--- src/rtl/audio_serial_tx.sv ---
// rtl/audio_serial_tx.sv - FIFO-buffered stereo bit-serial audio transmitter (left-justified; I2S when AUDIO_SERIAL_TX_I2S_EN is defined)
module audio_serial_tx #(
    parameter int WIDTH    = 32,
    parameter int DEPTH    = 4,
    parameter int BCLK_DIV = 4
) (
    input  logic             clock,
    input  logic             reset_n,
    input  logic             enable,
    input  logic [WIDTH-1:0] audio,
    input  logic             valid,
    output logic             ready,
    output logic             bclk,
    output logic             lrclk,
    output logic             sdata,
    output logic             underrun,
    input  logic             clear
);

`ifdef AUDIO_SERIAL_TX_I2S_EN
    localparam bit I2S_EN = 1'b1;
`else
    localparam bit I2S_EN = 1'b0;
`endif

    localparam int AW = $clog2(DEPTH);
    localparam int DW = $clog2(BCLK_DIV);
    localparam int BW = $clog2(WIDTH);
    localparam logic [DW-1:0] DIV_LAST = DW'(BCLK_DIV - 1);
    localparam logic [DW-1:0] DIV_HALF = DW'(BCLK_DIV / 2);
    localparam logic [BW-1:0] BIT_LAST = BW'(WIDTH - 1);

    logic [WIDTH-1:0] mem [DEPTH];
    logic [AW:0]      wr_ptr;
    logic [AW:0]      rd_ptr;
    logic [DW-1:0]    div_cnt;
    logic [BW-1:0]    bit_cnt;
    logic             slot;
    logic [WIDTH-1:0] shift;
    logic             prev_bit;
    logic             empty;
    logic             full;
    logic             push;
    logic             pop;
    logic             bit_start;
    logic             slot_start;
    logic             next_bit;
    logic [WIDTH-1:0] head;

    assign empty      = (wr_ptr == rd_ptr);
    assign full       = (wr_ptr[AW] != rd_ptr[AW]) && (wr_ptr[AW-1:0] == rd_ptr[AW-1:0]);
    assign ready      = !full;
    assign push       = valid && !full;
    assign bit_start  = enable && (div_cnt == '0);
    assign slot_start = bit_start && (bit_cnt == '0);
    assign pop        = slot_start && !empty;
    // An empty FIFO at slot start sends a silent (all-zero) word.
    assign head       = empty ? '0 : mem[rd_ptr[AW-1:0]];
    assign next_bit   = slot_start ? head[WIDTH-1] : shift[WIDTH-1];

    always_ff @(posedge clock) begin
        if (push) begin
            mem[wr_ptr[AW-1:0]] <= audio;
        end
    end

    always_ff @(posedge clock or negedge reset_n) begin
        if (!reset_n) begin
            wr_ptr <= '0;
            rd_ptr <= '0;
        end else begin
            if (push) begin
                wr_ptr <= wr_ptr + 1'b1;
            end
            if (pop) begin
                rd_ptr <= rd_ptr + 1'b1;
            end
        end
    end

    // prev_bit delays the stream by one bit period for I2S framing.
    always_ff @(posedge clock or negedge reset_n) begin
        if (!reset_n) begin
            div_cnt  <= '0;
            bit_cnt  <= '0;
            slot     <= 1'b0;
            bclk     <= 1'b0;
            lrclk    <= 1'b0;
            sdata    <= 1'b0;
            shift    <= '0;
            prev_bit <= 1'b0;
        end else if (!enable) begin
            div_cnt  <= '0;
            bit_cnt  <= '0;
            slot     <= 1'b0;
            bclk     <= 1'b0;
            lrclk    <= 1'b0;
            sdata    <= 1'b0;
            shift    <= '0;
            prev_bit <= 1'b0;
        end else begin
            bclk <= (div_cnt >= DIV_HALF);
            if (bit_start) begin
                lrclk    <= slot;
                sdata    <= I2S_EN ? prev_bit : next_bit;
                prev_bit <= next_bit;
                shift    <= slot_start ? {head[WIDTH-2:0], 1'b0} : {shift[WIDTH-2:0], 1'b0};
            end
            if (div_cnt == DIV_LAST) begin
                div_cnt <= '0;
                if (bit_cnt == BIT_LAST) begin
                    bit_cnt <= '0;
                    slot    <= ~slot;
                end else begin
                    bit_cnt <= bit_cnt + 1'b1;
                end
            end else begin
                div_cnt <= div_cnt + 1'b1;
            end
        end
    end

    always_ff @(posedge clock or negedge reset_n) begin
        if (!reset_n) begin
            underrun <= 1'b0;
        end else if (slot_start && empty) begin
            underrun <= 1'b1;
        end else if (clear) begin
            underrun <= 1'b0;
        end
    end

endmodule

--- config.mk ---
export PLATFORM = sky130hd
export DESIGN_NAME = audio_serial_tx
export DESIGN_NICKNAME = d
export VERILOG_FILES = /design/src/rtl/audio_serial_tx.sv
export SDC_FILE = /design/constraint.sdc
export NUM_CORES = 1
export LEC_CHECK = 0
export BUFFER_PORTS_ARGS = -buffer_cell sky130_fd_sc_hd__buf_2
export CORE_MARGIN = 3
export CORE_UTILIZATION = 55
export CTS_CLUSTER_SIZE = 8
export DETAILED_ROUTE_END_ITERATION = 8
export GPL_ROUTABILITY_DRIVEN = 0
export PLACE_DENSITY = 0.83
export SETUP_SLACK_MARGIN = 0.3
export SLEW_MARGIN = 20
export SYNTH_ARGS = -nofsm -noshare
export SYNTH_HDL_FRONTEND = slang
export SYNTH_SLANG_ARGS = --single-unit
export TNS_END_PERCENT = 10
--- constraint.sdc ---
create_clock -name clock -period 2.6 [get_ports clock]
set_input_delay 0.13 -clock clock [delete_from_list [all_inputs] [get_ports clock]]
set_output_delay 0.13 -clock clock [all_outputs]
set_load 0.1 [all_outputs]
# After elaboration in Yosys (flattened, before gate mapping)
# Memories as Yosys holds them, arrays and structs flattened.
# Cells that the tools add are included.
dict set report word_totals {
  regBits 50
  elab_cells 59
  in_bits 37
  memories 1
  output_inout_bits 5
  mem_bits_rw 128
}
# name words width read_ports rd_clocked_by_memory_dff wr line
set mem_list {}
lappend mem_list {mem 4 32 1 0 1 33} ;# logic [WIDTH-1:0] mem [DEPTH];
dict set report op_classes {
  n_eq_ne 8
  bitwise 1
  order_cmp 1
  add_sub_neg 4
  mux 22
  n_reduce_logical 12
}
# op count
set ops {}
lappend ops {{2-to-1 mux 32 bit} 4}
lappend ops {{2-to-1 mux 5 bit} 3}
lappend ops {{2-to-1 mux 1 bit} 13}
lappend ops {{adder 3 x 1 -> 3 bit (second input constant)} 2}
lappend ops {{logical AND 1 bit} 6}
lappend ops {{!= test 2 x 1 -> 1 bit (second input constant)} 3}
lappend ops {{adder 5 x 1 -> 5 bit (second input constant)} 1}
lappend ops {{== test 5 bit (second input constant)} 1}
lappend ops {{logical NOT 5 bit} 1}
lappend ops {{2-to-1 mux 2 bit} 2}
lappend ops {{== test 3 bit} 1}
lappend ops {{adder 2 x 1 -> 2 bit (second input constant)} 1}
lappend ops {{== test 2 bit} 1}
lappend ops {{== test 2 bit (second input constant)} 1}
lappend ops {{greater-or-equal comparator 2 bit (second input constant)} 1}
lappend ops {{logical NOT 1 bit} 2}
lappend ops {{logical NOT 2 bit} 1}
lappend ops {{AND reduction 2 bit} 1}
lappend ops {{nonzero test 2 bit} 1}
lappend ops {{!= test 1 bit} 1}
lappend ops {{inverter 1 bit} 1}

# Logic depth before layout (Yosys ltp)
# Gate-level depths: netlist of run 1.
dict set report logic_depth {
  depth_word 6
  ltp_mapped 7
  depth_no_buf 7
}

# Worst setup path before layout of run 1
# Ideal clock, no wire load.
dict set report synth_path {
  kind {register to register}
  startpoint {register rd_ptr[1]}
  endpoint {register wr_ptr[2]}
  t_required_ns 2.423
  setup_ns 0.177
  path_buffers 1
  stages_incl_launch_ff 6
  setup_slack_ns -0.505
  period_less_slack_ns 3.105
  arrival_time_ns 2.928
  path_cell_list {dfrtp_1 -> clkbuf_1 -> xnor2_1 -> nand3b_1 -> and3_1 -> xor2_1}
}
dict set report synth_between {
  elab_chain_cells 4
}
# item line
set synth_lines {}
lappend synth_lines {{start: declaration} 35} ;# logic [AW:0] rd_ptr;
lappend synth_lines {{start signal: assignment} 76} ;# rd_ptr <= rd_ptr + 1'b1;
lappend synth_lines {{== test 2 bit} 51} ;# assign full = (wr_ptr[AW] != rd_ptr[AW]) && (wr_ptr[AW-1:0] == rd_ptr[AW-1:0]);
lappend synth_lines {{logical AND 1 bit} 51}
lappend synth_lines {{logical NOT 1 bit} --}
lappend synth_lines {{named net ready} 12} ;# output logic ready,
lappend synth_lines {{logical AND 1 bit} 53} ;# assign push = valid && !full;
lappend synth_lines {{end signal: assignment} 73} ;# wr_ptr <= wr_ptr + 1'b1;
lappend synth_lines {{end: declaration} 34} ;# logic [AW:0] wr_ptr;
# The timed path passes the listed nets, and every way through them passes these cells.
# A chain may end at the register's enable or synchronous reset.

# Final worst setup path of run 1
dict set report layout_path {
  startpoint {register div_cnt[0]}
  endpoint {register sdata}
}
dict set report layout_between {
  elab_chain_cells 6
  elab_cells_between_ends 7
  cone_classes {eq/ne: 1; mux: 3; reduce/logical: 3}
}
# item line
set layout_lines {}
lappend layout_lines {{start: declaration} 36} ;# logic [DW-1:0] div_cnt;
lappend layout_lines {{start signal: assignment} 118} ;# div_cnt <= div_cnt + 1'b1;
lappend layout_lines {{logical NOT 2 bit *} 54} ;# assign bit_start = enable && (div_cnt == '0);
lappend layout_lines {{logical AND 1 bit *} 54}
lappend layout_lines {{logical AND 1 bit} 55} ;# assign slot_start = bit_start && (bit_cnt == '0);
lappend layout_lines {{2-to-1 mux 1 bit} 59} ;# assign next_bit = slot_start ? head[WIDTH-1] : shift[WIDTH-1];
lappend layout_lines {{2-to-1 mux 1 bit} 103} ;# if (bit_start) begin
lappend layout_lines {{2-to-1 mux 1 bit} 92} ;# end else if (!enable) begin
lappend layout_lines {{end signal: assignment} 105} ;# sdata <= I2S_EN ? prev_bit : next_bit;
lappend layout_lines {{end: declaration} 15} ;# output logic sdata,
# Every way passes the cells marked *; elsewhere a longest branch is shown, timed or not. The select of a mux whose other input is x is not followed.

==> impl_metrics.env, run 1 <==
export IMPL_outcome="finished, final reports clean"
export IMPL_wire_per_inst_um=19.96
export IMPL_antenna_cells=0
export IMPL_cap_viol_max_count=0
export IMPL_cp_max_fo=28
export IMPL_maxSlewHeadroom_pct=32.42
export IMPL_grt_use_total_pct=19.76
export IMPL_fmax_mhz=464.2
export IMPL_ys_ff_latch=177
export IMPL_finish_instance_area_um2=8297
export IMPL_rsz0062_at_grt="false"
export IMPL_r2r_start="div_cnt[0]"
export IMPL_grt_pass1_vias=3932
export IMPL_synthFlopType="edfxtp_1"
export IMPL_regArea_um2=5071
export IMPL_avgSynthCellArea_um2=17.58
export IMPL_critPathLaunchType="flop"
export IMPL_finalCritPeriodShare_pct=82.86
export IMPL_finalSetupViolCount=0
export IMPL_max_clock_path_buffers=2
export IMPL_totalWireLength_mm=13.12
export IMPL_worst_pin_slew_ps=1014
export IMPL_cts_tree="yes"
export IMPL_path_class="flop to flop"
export IMPL_r2r_setup_slack_ps=450
export IMPL_yosys_warnings=0
export IMPL_reg2regPathDepth=5
export IMPL_cp_slowest_stage_delay_ps=860
export IMPL_cp_cell_sequence="inv_1 -> ha_1 -> and2_1 -> a32oi_1 -> o21ai_0"
export IMPL_viasPerCell=5.910
export IMPL_start_util_pct=57.11
export IMPL_drtPass1Iterations=5
export IMPL_cts_sinks=177
export IMPL_min_path_type="input pin to flop"
export IMPL_hpwl_mm=7.292
export IMPL_drc=0
export IMPL_hold_viol=0
export IMPL_worst_clock_skew_ps=6.548
export IMPL_synth_nets=443
export IMPL_grt_max_degree=35
export IMPL_path_clk_slew_ps=60
export IMPL_antenna_found_initial=0
export IMPL_multi_input_area_um2=1815
export IMPL_crit_required_ps=2930
export IMPL_drv_slew=0
export IMPL_rows=40
export IMPL_drive_gt1_share_pct=25.36
export IMPL_dieArea_um2=14010
export IMPL_min_path_cells=2
export IMPL_slowest_stage="and2_1"
export IMPL_worstSetupEndpointType="flop"
export IMPL_area_growth_pct=19.46
export IMPL_die_w_um=118.4
export IMPL_ant_nets=0
export IMPL_vias=3883
export IMPL_async_flop_share_pct=27.68
export IMPL_h_tree_depth=4
export IMPL_min_to="bclk"
export IMPL_clkLatencyLatePin_ps=420
export IMPL_finalSetupTns_ps=0
export IMPL_n_fill_cell=757
export IMPL_yosysUniqueCellTypes=31
export IMPL_drtIter0Drc=245
export IMPL_synth_cells=395
export IMPL_worstPathArrival_ps=2490
export IMPL_peakVddDrop_mv=0.5903
export IMPL_p_leak_nw=3.146
export IMPL_power_density_nw_per_um2=1060
export IMPL_cts_root_buf="clkbuf_16"
export IMPL_die_y_um=118.4
export IMPL_io_pins=42
export IMPL_finalCriticalPeriod_ps=2154
export IMPL_core_um2=12160
export IMPL_r2r_end="sdata"
export IMPL_nets=524
export IMPL_synth_edf_count=128
export IMPL_numCtsBuffers=17
export IMPL_io_buffers=41
export IMPL_seq_area_frac_synth_pct=73.00
export IMPL_netlist_area_um2=6945
export IMPL_grt_ovfl_total=0
export IMPL_min_from="enable"
export IMPL_grt_pass1_wl_mm=20.98
export IMPL_dpl_instance_area_um2=7376
## registers in the layout (all words and copies together), names as in the netlist
name	flops
rd_ptr	3
shift	31
mem	128
bclk	1
sdata	1
slot	1
bit_cnt	5
underrun	1
div_cnt	2
lrclk	1
wr_ptr	3
## what timing repair did
item | in CTS | in global routing
buffers inserted | 0 | 3
hold buffers | 34 | 0
resized for setup | 0 | 0
hold endpoints to repair | 160 | 0
setup endpoints to repair | 0 | 2
## logic make-up after synthesis
logic type	Yosys count	share of synthesized area (%)
AOI/OAI and AO/OA	44	5.206
xor gates and xnor gates	8	1.009
adders and majority gates	11	1.982
buffers and inverters	30	1.874
DFF	177	73.00
muxes	38	11.28
and+or+nand+nor	87	5.657
## critical path, delay by kind of cell (launching register included)
kind,cells,cell delay [ps]
AND/OR/NAND/NOR,1,860
flip-flops,1,400
AO/OA/AOI/OAI,2,380
adder cells (fa/ha/maj),1,330
buffers and inverters,1,100
## cells in the final DEF, fill, tap and decap left out, types with 2 or more instances in the layout
master	count
edfxtp_1	128
nand2_1	63
dfrtp_1	48
buf_2	41
dlygate4sd3_1	34
mux4_2	32
a32oi_1	28
clkbuf_16	17
ha_1	11
buf_4	8
inv_1	7
nor2b_1	6
o21ai_0	5
xnor2_1	4
and3_4	4
and2_1	4
a22oi_1	4
mux2i_1	4
clkinvlp_4	4
clkinv_4	3
and3_1	2
xnor2_4	2
o21ai_1	2
o22ai_1	2
mux2_2	2
xor2_1	2
clkbuf_1	2
clkinv_1	2
clkinv_2	2
## per-stage QoR
stage | hold WS, ps | cells | utilization [%] | power, mW | setup WS [ps]
finish | 39.42 | 657 | 68.22 | 8.792 | 445.5
global route | 44.19 | 657 | 68.22 | 9.190 | 307.2
CTS | 25.71 | 653 | 67.95 | 8.837 | 383.9
detailed placement | 230.5 | 587 | 60.65 | 6.426 | 416.4
global placement | 213.7 | 587 | 60.65 | 6.353 | 491.7
floorplan | -165.6 | 395 | - | 5.809 | 74.73
## cell type report
class / count / area share [%]
inverters: 7 / 0.3167
clock inverters: 13 / 1.387
clock buffers: 19 / 5.218
multi-input cells: 189 / 21.88
flip-flops and latches: 177 / 61.12
repair buffers: 84 / 7.540
well taps: 168 / 2.534
## synthesized netlist by cell type (2+ instances only)
cell type | instances | area, um^2
a22oi_1 | 4 | 30.03
a32oi_1 | 28 | 245.2
and2_1 | 4 | 25.02
and3_1 | 6 | 37.54
buf_2 | 8 | 40.04
clkbuf_1 | 14 | 52.55
dfrtp_1 | 49 | 1226
edfxtp_1 | 128 | 3844
ha_1 | 11 | 137.6
inv_1 | 7 | 26.28
mux2_2 | 2 | 22.52
mux2i_1 | 4 | 40.04
mux4_2 | 32 | 720.7
nand2_1 | 63 | 236.5
nor2b_1 | 7 | 43.79
o21ai_0 | 5 | 25.02
o21ai_1 | 2 | 10.01
o22ai_1 | 2 | 12.51
xnor2_1 | 6 | 52.55
xor2_1 | 2 | 17.52
## layer usage
layer  GRT usage, %  up-vias  part of all wire [%]
li1               -     1693                     -
met1          26.54     2008                    41
met2          32.01      156                    52
met3          4.067       26                   4.7
met4          8.182        0                   2.0
met5              0        -                     0
## worst max-delay path by stage
stage / from / to
2_1_floorplan: rd_ptr[1] / wr_ptr[2]
3_3_place_gp: bit_cnt[0] / shift[11]
3_5_place_dp: bit_cnt[0] / shift[11]
4_1_cts: bit_cnt[0] / shift[11]
5_1_grt: div_cnt[0] / sdata
6_report: div_cnt[0] / sdata
## report_power, final
part | switching [mW] | internal, mW | total (mW)
Clock | 1.05 | 1.32 | 2.36
Sequential | 0.308 | 3.79 | 4.10
Combinational | 1.35 | 0.978 | 2.33
Power figures use the tool's default switching activity.
==> run 2: changes to the inputs <==
- clock period: 2.6 -> 2 ns (I/O delays scaled with it)
==> impl_metrics.env, run 2 (same netlist as run 1, synthesis figures left out) <==
export IMPL_power_density_nw_per_um2=1431
export IMPL_final_common_cell="edfxtp_1"
export IMPL_io_pins=42
export IMPL_path_class="flop to flop"
export IMPL_rows=40
export IMPL_fmax_mhz=503.5
export IMPL_drive_gt1_share_pct=33.27
export IMPL_gr_max_usage_layer="met2"
export IMPL_p_int_mw=8.760
export IMPL_reg2regPathDepth=8
export IMPL_gr_usage_met1_pct=28.61
export IMPL_drtPass1Iterations=5
export IMPL_dieArea_um2=14010
export IMPL_crit_end="rd_ptr[0]"
export IMPL_n_fill_cell=682
export IMPL_start_util_pct=57.11
export IMPL_path_clk_slew_ps=60
export IMPL_die_w_um=118.4
export IMPL_grt_ovfl_total=0
export IMPL_layout_common_cells="128 x edfxtp_1, 54 x nand2_1, 48 x dfrtp_1, 40 x buf_2, 34 x dlygate4sd3_1"
export IMPL_worstSetupEndpointType="flop"
export IMPL_drv_slew=0
export IMPL_core_um2=12160
export IMPL_worst_clock_skew_ps=5.887
export IMPL_wire_per_inst_um=22.56
export IMPL_die_y_um=118.4
export IMPL_cap_viol_max_count=0
export IMPL_r2r_end="rd_ptr[0]"
export IMPL_cp_max_fo=7
export IMPL_clockPowerShare_pct=27.8
export IMPL_gr_usage_met2_pct=38.55
export IMPL_finalSetupViolCount=0
export IMPL_seq_power_share_pct=42.9
export IMPL_finalCriticalPeriod_ps=1986
export IMPL_io_buffers=41
export IMPL_maxSlewHeadroom_pct=57.30
export IMPL_grt_max_degree=35
export IMPL_min_path_type="input pin to flop"
export IMPL_ant_nets=0
export IMPL_grt_pass1_vias=4383
export IMPL_nets=546
export IMPL_worst_pin_slew_ps=640.5
export IMPL_drtIter0Drc=501
export IMPL_drc=0
export IMPL_hpwl_mm=8.096
export IMPL_max_clock_path_buffers=2
export IMPL_combPwrFrac_pct=29.3
export IMPL_numCtsBuffers=17
export IMPL_finalCritPeriodShare_pct=99.31
export IMPL_final_cells=680
export IMPL_p_leak_nw=3.400
export IMPL_netSwitchingPower_mw=3.836
export IMPL_cts_tree="yes"
export IMPL_swShare_pct=30.46
export IMPL_grt_pass1_wl_mm=24.41
export IMPL_worstPathArrival_ps=2330
export IMPL_cts_sinks=177
export IMPL_hold_viol=0
export IMPL_r2r_start="bit_cnt[0]"
export IMPL_totalWireLength_mm=15.34
export IMPL_antenna_found_initial=0
export IMPL_rsz0062_at_grt="true"
export IMPL_crit_required_ps=2340
export IMPL_vias=4072
export IMPL_peakVddDrop_mv=0.9747
export IMPL_viasPerCell=5.988
export IMPL_clkLatencyLatePin_ps=430
export IMPL_critical_path_startpoint="bit_cnt[0]"
export IMPL_grt_use_met3_pct=6.077
export IMPL_area_growth_pct=26.73
export IMPL_grt_use_total_pct=23.42
export IMPL_critPathLaunchType="flop"
export IMPL_outcome="finished, final reports clean"
export IMPL_largest_reg_flops=128
export IMPL_r2r_setup_slack_ps=10
export IMPL_finalSetupTns_ps=0
export IMPL_dp_cells=604
export IMPL_h_tree_depth=4
export IMPL_cts_root_buf="clkbuf_16"
==> run 2: changes by cell type in the layout (fill, tap and decap cells not counted), moves of 3 or more <==
cell / before / now
nand2_4: 0 / 5
buf_4: 8 / 20
nand2_2: 0 / 4
clkbuf_8: 0 / 4
buf_12: 1 / 9
ha_1: 11 / 8
nand2_1: 63 / 54
==> run 2: metal layers <==
metal / routed length, um / up-vias
li1: - / 1750
met2: 7982 / 194
met5: 0 / -
met3: 979 / 48
met1: 5712 / 2080
met4: 666 / 0
==> run 2: area by class of cell <==
type / instances / area, um^2 / area share (%)
flip-flops and latches: 177 / 5071 / 57.61
multi-input cells: 188 / 1922 / 21.83
repair buffers: 107 / 923.4 / 10.49
clock buffers: 23 / 530.5 / 6.027
well taps: 168 / 210.2 / 2.388
clock inverters: 9 / 116.4 / 1.322
inverters: 7 / 26.28 / 0.2985
diodes: 1 / 2.502 / 0.02843
==> run 2: power groups by stage <==
stage / Clock [mW] / Combinational, mW / Sequential [mW]
after floorplan: 0 / 2.21 / 5.34
after global placement: 0 / 3.25 / 5.32
after detailed placement: 0 / 3.33 / 5.39
after CTS: 3.52 / 3.51 / 5.35
after global routing: 3.69 / 3.94 / 5.46
final: 3.50 / 3.69 / 5.40
==> run 2: critical path: stages (launching register included) <==
cell and delay, ps:
dfrtp_1 400, inv_2 90, ha_4 110, or4b_4 490, a311oi_4 250, buf_4 190
buf_8 130, buf_6 100, xor2_1 150
==> run 2: worst min path at each step <==
stage	end	slack [ps]	from	cells past startpoint
2_1_floorplan	bclk	-200	reset_n	0
3_3_place_gp	slot	160	reset_n	1
3_5_place_dp	bclk	150	reset_n	1
4_1_cts	bclk	0.7	enable	2
5_1_grt	bclk	20	enable	2
6_report	bclk	20	enable	2
==> run 2: per-stage QoR <==
| stage | utilization (%) | setup WS, ps | instance area (um^2) | hold WS, ps | power (mW) |
|---|---|---|---|---|---|
| 3_5_place_dp | 62.44 | -4.334 | 7594 | 153.8 | 8.718 |
| 2_1_floorplan | - | -525.3 | 7019 | -195.6 | 7.552 |
| 5_1_grt | 72.36 | -18.83 | 8800 | 19.54 | 13.09 |
| 4_1_cts | 71.10 | 63.39 | 8647 | 0.7302 | 12.38 |
| 6_report | 72.38 | 13.77 | 8802 | 20.22 | 12.60 |
| 3_3_place_gp | 62.44 | 81.55 | 7594 | 156.1 | 8.571 |
==> run 2: timing repair <==
action | CTS | global route
hold endpoints to repair | 155 | 0
setup endpoints to repair | 156 | 170
hold buffers | 34 | 0
pin swaps | 2 | 9
gates resized for setup | 6 | 29
buffers inserted | 5 | 4
